--- config.mk ---
export PLATFORM = sky130hd
export DESIGN_NAME = pulpemu_clk_gating_ctrl_flat
export DESIGN_NICKNAME = d
export VERILOG_FILES = /design/src/rtl/pulpemu_clk_gating_ctrl_if.sv /design/src/rtl/pulpemu_clk_gating_ctrl.sv /design/src/flat_wrapper.sv
export SDC_FILE = /design/constraint.sdc
export NUM_CORES = 1
export LEC_CHECK = 0
export CAP_MARGIN = 20
export CORE_MARGIN = 2
export CORE_UTILIZATION = 50
export CTS_CLUSTER_DIAMETER = 200
export DETAILED_ROUTE_END_ITERATION = 16
export GPL_ROUTABILITY_DRIVEN = 0
export PLACE_DENSITY = 0.7
export SYNTH_ARGS = -nofsm -noshare
export SYNTH_HDL_FRONTEND = slang
export SYNTH_SLANG_ARGS = --single-unit
--- constraint.sdc ---
create_clock -name pulp_clk -period 3.6 [get_ports pulp_clk]
set_clock_uncertainty 0.05 [all_clocks]
set_input_delay 0.36 -clock pulp_clk [delete_from_list [all_inputs] [get_ports pulp_clk]]
set_output_delay 0.36 -clock pulp_clk [all_outputs]
set_load 0.01 [all_outputs]
--- src/rtl/pulpemu_clk_gating_ctrl_if.sv ---
// Request/acknowledge bundle between the gated-domain side and the clock-gating controller.
// Latency: none, plain wires.
// Backpressure: none; the request is a level and the acknowledge reports clock state.
// Ports: clk_en_req_i / ch_busy_i / drain_cyc_i / test_mode_i driven by the master;
//        clk_en_ack_o / clk_on_o / clk_gated_o driven by the controller (slave).
interface pulpemu_clk_gating_ctrl_if #(
  parameter int NB_CH   = 4,
  parameter int DRAIN_W = 4
);
  logic [NB_CH-1:0]   clk_en_req_i;
  logic [NB_CH-1:0]   ch_busy_i;
  logic [DRAIN_W-1:0] drain_cyc_i;
  logic               test_mode_i;
  logic [NB_CH-1:0]   clk_en_ack_o;
  logic [NB_CH-1:0]   clk_on_o;
  logic [NB_CH-1:0]   clk_gated_o;

  modport master (
    output clk_en_req_i, ch_busy_i, drain_cyc_i, test_mode_i,
    input  clk_en_ack_o, clk_on_o, clk_gated_o
  );

  modport slave (
    input  clk_en_req_i, ch_busy_i, drain_cyc_i, test_mode_i,
    output clk_en_ack_o, clk_on_o, clk_gated_o
  );
endinterface

--- src/rtl/pulpemu_clk_gating_ctrl.sv ---
// Multi-channel clock-gating controller: one gated clock per domain from pulp_clk.
// Latency: stop at edge drain_cyc_i+1 after req falls (busy low); wake ack at edge WAKE_CYC.
// Backpressure: ch_busy_i restarts the drain window; the clock stops only after a full idle window.
// Ports: pulp_clk source clock, pulp_soc_rst_n async active-low reset,
//        ctrl (slave modport) carries per-channel req/busy/ack/ce/gated clocks plus test mode.
module pulpemu_clk_gating_ctrl #(
  parameter int               NB_CH    = 4,
  parameter int               DRAIN_W  = 4,
  parameter int               WAKE_CYC = 2,
  parameter logic [NB_CH-1:0] RST_ON   = {NB_CH{1'b1}}
) (
  input  logic                     pulp_clk,
  input  logic                     pulp_soc_rst_n,
  pulpemu_clk_gating_ctrl_if.slave ctrl
);

  localparam int WAKE_W = $clog2(WAKE_CYC);
  localparam int CNT_W  = (DRAIN_W > WAKE_W) ? DRAIN_W : WAKE_W;

  localparam logic [1:0] ST_ON    = 2'd0;
  localparam logic [1:0] ST_DRAIN = 2'd1;
  localparam logic [1:0] ST_OFF   = 2'd2;
  localparam logic [1:0] ST_WAKE  = 2'd3;

  localparam logic [CNT_W-1:0] WAKE_INIT = CNT_W'(WAKE_CYC - 1);

  logic [NB_CH-1:0] ce_vec;
  logic [NB_CH-1:0] ack_vec;
  logic [NB_CH-1:0] gated_vec;

  for (genvar i = 0; i < NB_CH; i++) begin : g_ch
    logic [1:0]       state_q, state_d;
    logic [CNT_W-1:0] cnt_q, cnt_d;
    logic             ce_q, ack_q;
    logic             req, busy;

    assign req  = ctrl.clk_en_req_i[i];
    assign busy = ctrl.ch_busy_i[i];

    // Request has priority over busy, busy over the countdown, so an abort
    // always wins and a busy domain can never be stopped mid-window.
    always_comb begin
      state_d = state_q;
      cnt_d   = cnt_q;
      case (state_q)
        ST_ON: begin
          if (!req) begin
            state_d = ST_DRAIN;
            cnt_d   = CNT_W'(ctrl.drain_cyc_i);
          end
        end
        ST_DRAIN: begin
          if (req) begin
            state_d = ST_ON;
          end else if (busy) begin
            cnt_d = CNT_W'(ctrl.drain_cyc_i);
          end else if (cnt_q == '0) begin
            state_d = ST_OFF;
          end else begin
            cnt_d = cnt_q - CNT_W'(1);
          end
        end
        ST_OFF: begin
          if (req) begin
            state_d = ST_WAKE;
            cnt_d   = WAKE_INIT;
          end
        end
        default: begin // ST_WAKE
          if (!req) begin
            state_d = ST_OFF;
          end else if (cnt_q == '0) begin
            state_d = ST_ON;
          end else begin
            cnt_d = cnt_q - CNT_W'(1);
          end
        end
      endcase
    end

    // CE and ack are registered from the next state so they change on the
    // same edge as the FSM and never have a combinational path to the gate.
    always_ff @(posedge pulp_clk or negedge pulp_soc_rst_n) begin
      if (!pulp_soc_rst_n) begin
        state_q <= RST_ON[i] ? ST_ON : ST_OFF;
        cnt_q   <= '0;
        ce_q    <= RST_ON[i];
        ack_q   <= RST_ON[i];
      end else begin
        state_q <= state_d;
        cnt_q   <= cnt_d;
        ce_q    <= (state_d != ST_OFF) | ctrl.test_mode_i;
        ack_q   <= (state_d == ST_ON) | (state_d == ST_DRAIN);
      end
    end

    assign ce_vec[i]  = ce_q;
    assign ack_vec[i] = ack_q;

`ifdef PULPEMU_FPGA
    BUFGCE u_bufgce (
      .I  (pulp_clk),
      .CE (ce_q),
      .O  (gated_vec[i])
    );
`else
    // Behavioural BUFGCE: CE is captured while the clock is low, so a CE
    // change right after a rising edge cannot shorten the high phase.
    logic ce_lat;
    always_latch begin
      if (!pulp_clk) ce_lat <= ce_q;
    end
    assign gated_vec[i] = pulp_clk & ce_lat;
`endif
  end

  assign ctrl.clk_on_o     = ce_vec;
  assign ctrl.clk_en_ack_o = ack_vec;
  assign ctrl.clk_gated_o  = gated_vec;

endmodule

--- src/flat_wrapper.sv ---
// flat-port wrapper written by rule: the top's interface ports become plain ports
module pulpemu_clk_gating_ctrl_flat 
#(
  parameter int               NB_CH    = 4,
  parameter int               DRAIN_W  = 4,
  parameter int               WAKE_CYC = 2,
  parameter logic [NB_CH-1:0] RST_ON   = {NB_CH{1'b1}}
)
  (pulp_clk, pulp_soc_rst_n, ctrl_clk_en_req_i, ctrl_ch_busy_i, ctrl_drain_cyc_i, ctrl_test_mode_i, ctrl_clk_en_ack_o, ctrl_clk_on_o, ctrl_clk_gated_o);
  pulpemu_clk_gating_ctrl_if #(.NB_CH(NB_CH), .DRAIN_W(DRAIN_W)) ctrl_i ();
  input  logic pulp_clk;
  input  logic pulp_soc_rst_n;
  input wire logic [$bits(ctrl_i.clk_en_req_i)-1:0] ctrl_clk_en_req_i;
  input wire logic [$bits(ctrl_i.ch_busy_i)-1:0] ctrl_ch_busy_i;
  input wire logic [$bits(ctrl_i.drain_cyc_i)-1:0] ctrl_drain_cyc_i;
  input wire logic [$bits(ctrl_i.test_mode_i)-1:0] ctrl_test_mode_i;
  output wire logic [$bits(ctrl_i.clk_en_ack_o)-1:0] ctrl_clk_en_ack_o;
  output wire logic [$bits(ctrl_i.clk_on_o)-1:0] ctrl_clk_on_o;
  output wire logic [$bits(ctrl_i.clk_gated_o)-1:0] ctrl_clk_gated_o;
  assign ctrl_i.clk_en_req_i = ctrl_clk_en_req_i;
  assign ctrl_i.ch_busy_i = ctrl_ch_busy_i;
  assign ctrl_i.drain_cyc_i = ctrl_drain_cyc_i;
  assign ctrl_i.test_mode_i = ctrl_test_mode_i;
  assign ctrl_clk_en_ack_o = ctrl_i.clk_en_ack_o;
  assign ctrl_clk_on_o = ctrl_i.clk_on_o;
  assign ctrl_clk_gated_o = ctrl_i.clk_gated_o;
  pulpemu_clk_gating_ctrl #(.NB_CH(NB_CH), .DRAIN_W(DRAIN_W), .WAKE_CYC(WAKE_CYC), .RST_ON(RST_ON)) u_core (.pulp_clk(pulp_clk), .pulp_soc_rst_n(pulp_soc_rst_n), .ctrl(ctrl_i));
endmodule
==> impl_metrics.env <==
export IMPL_synth_top_cell_area_share=0.285
export IMPL_worstSetupStartpointType="latch"
export IMPL_avgSynthCellArea_um2=9.55
export IMPL_grt_overflow_total=0
export IMPL_path_class="latch2out"
export IMPL_ys_top_cells_by_area="dfrtp_1 (28%), dfstp_2 (10%), inv_1 (3.7%)"
export IMPL_path_clk_slew_ns=0.08
export IMPL_synthArstFlopShare=0.889
export IMPL_hp_class="in2async"
export IMPL_rows=23
export IMPL_slowest_stage="dlxtn_1"
export IMPL_grt_pass1_vias=1701
export IMPL_post_dp_cell_area_mm2=0.00235
export IMPL_synth_top_cell_by_area="dfrtp_1"
export IMPL_insertion_delay_ns=0.40
export IMPL_final_setup_worst_slack_ns=0.224
export IMPL_netlist_instances=221
export IMPL_diodes=0
export IMPL_first_pass_iters=4
export IMPL_num_io_pins=27
export IMPL_cp_startpoint="u_core.g_ch[1].ce_lat"
export IMPL_wire_per_inst_um=15.3
export IMPL_slew_headroom=0.651
export IMPL_antenna_found_initial=0
export IMPL_syn_nets=240
export IMPL_status="completed"
export IMPL_rsz0062_at_grt="no"
export IMPL_synthFlopType="dfrtp_1"
export IMPL_finalHoldViolCount=0
export IMPL_r2r_end="u_core.g_ch[1].ce_lat"
export IMPL_p_per_area_mw_per_mm2=932
export IMPL_crit_family="latches"
export IMPL_drv_slew=0
export IMPL_arrival_ns=2.97
export IMPL_critical_path_buf_inv_count=1
export IMPL_cts_tree="done"
export IMPL_setup_viol=0
export IMPL_grt_max_degree=33
export IMPL_initial_core_util=0.524
export IMPL_ant_nets=0
export IMPL_seq_power_share=0.331
export IMPL_nets=264
export IMPL_crit_path_max_fanout=1
export IMPL_vias_per_cell=5.83
export IMPL_nFillCells=344
export IMPL_r2r_cells=0
export IMPL_die_y_um=69.0
export IMPL_die_w_um=69.0
export IMPL_end_kind="output port"
export IMPL_area_growth_pct=21.5
export IMPL_cts_resized=4
export IMPL_synth_cell_area_mm2=0.00211
export IMPL_routed_wl_mm=4.54
export IMPL_cap_viol_max_count=0
export IMPL_dp_slack_ns=0.397
export IMPL_synth_distinct_cells=54
export IMPL_ys_ff_latch=36
export IMPL_worst_slew_pin_slew_ns=0.518
export IMPL_port_buffers=26
export IMPL_yosys_warnings=0
export IMPL_cts_hold_buf=0
export IMPL_drc=0
export IMPL_drt_iter0_markers=98
export IMPL_synth_edf_count=0
export IMPL_grt_pass1_wl_mm=7.75
export IMPL_worst_path_largest_cell_delay_ns=0.38
export IMPL_crit_chain="and2_1 > dlygate4sd2_1"
export IMPL_required_ns=3.19
export IMPL_peakVddDrop_v=0.000399
export IMPL_track_usage=0.230
export IMPL_final_cell_area_mm2=0.00256
export IMPL_r2r_setup_slack_ns=1.23
export IMPL_internal_power_mw=1.52
export IMPL_die_area_mm2=0.00476
export IMPL_p_leak_nw=1.08
export IMPL_power_frac_comb=0.354
export IMPL_p_sw_uw=873
export IMPL_vias=1732
export IMPL_reg2reg_from="u_core.g_ch[1].ce_q"
export IMPL_core_area_mm2=0.00403
export IMPL_setup_tns_ns=0
export IMPL_postCtsSetupBuffers=0
export IMPL_drive_gt1_frac=0.138
export IMPL_p_clk_frac=0.315
export IMPL_hpwl_mm=3.05
export IMPL_switching_share=0.365
## worst max-delay path by stage
stage | end | slack [ns] | depth (start not counted)
after floorplan | ctrl_clk_gated_o[0] | 0.87 | 1
after global placement | ctrl_clk_gated_o[3] | 0.40 | 2
after detailed placement | ctrl_clk_gated_o[0] | 0.40 | 2
after CTS | ctrl_clk_gated_o[1] | 0.21 | 2
after global routing | ctrl_clk_gated_o[1] | 0.14 | 2
final | ctrl_clk_gated_o[1] | 0.22 | 2
## cells by family after synthesis
kind of cell / share of synthesized area
latches: 0.0285
adders and majority gates: 0.0285
AOI/OAI and AO/OA: 0.237
DFF: 0.384
buffers and inverters: 0.0812
xor gates and xnor gates: 0.0125
and+or+nand+nor: 0.228
## metrics by stage
step                      utilization  std cells  hold slack, ns  total power, mW
final                           0.637        297           0.299             2.39
after global routing            0.637        297           0.354             2.57
after detailed placement        0.584        284           0.396             1.77
after CTS                       0.637        297           0.321             2.40
after floorplan                     -        221          0.0144             1.50
after global placement          0.584        284           0.392             1.75
## flip-flops by register name, summed over array words and instances (netlist names)
| name | flops |
|---|---|
| u_core.g_ch.ack_q | 4 |
| u_core.g_ch.ce_q | 4 |
| u_core.g_ch.state_q | 8 |
| u_core.g_ch.cnt_q | 16 |
| u_core.g_ch.ce_lat | 4 |
## placed cells by master, fill, tap and decap left out, types with 3 or more instances in the layout
cell type and instances:
nand3b_1 4, dlxtn_1 4, inv_1 21, o21ai_0 12, nand2_1 8, a21o_1 3
a21oi_1 10, o2bb2ai_1 7, clkbuf_8 9, dfstp_2 8, and2_1 6, or3_1 7
nand2b_1 8, nor3_1 7, nand3_1 8, clkdlybuf4s50_1 22, dfrtp_1 24, nand4bb_1 3
dlygate4sd2_1 4, ha_1 4, bufinv_16 3, a22o_1 8, xnor2_1 3, nor2_1 13
## layer usage
layer,up-vias,part of all wire,track usage,routed length [µm]
met3,14,0.056,0.0828,254
met5,-,0,0,0
met2,45,0.46,0.343,2070
met1,827,0.46,0.286,2100
met4,0,0.023,0.130,106
li1,846,-,-,-
## cells in the mapped netlist, types with 4 or more instances
cell,number
dfstp_2,8
o21ai_0,12
nand3b_1,4
nor2_1,13
o2bb2ai_1,7
a22o_1,8
a21oi_1,10
nor3_1,7
inv_1,21
ha_1,4
buf_4,9
or3_1,7
dfrtp_1,24
and2_1,6
nand2_1,8
nand2b_1,8
dlxtn_1,4
nand3_1,8
## power groups by stage
stage          Combinational [mW]  Clock (mW)  Sequential (mW)
2_1_floorplan               0.732      0.0576            0.706
3_3_place_gp                0.827       0.138            0.786
3_5_place_dp                0.844       0.138            0.790
4_1_cts                     0.851       0.766            0.787
5_1_grt                     0.957       0.795            0.819
6_report                    0.846       0.752            0.791
## final cells by class
type                            instances  area [µm²]  area share
Clock buffer                           14         163      0.0634
Clock inverter                          3        90.1      0.0351
Inverter                               22        82.6      0.0322
Multi-Input combinational cell        149        1070       0.417
Sequential cell                        36         871       0.340
Tap cell                               50        62.6      0.0244
Timing Repair Buffer                   23         228      0.0888
Power figures use the tool's default switching activity.
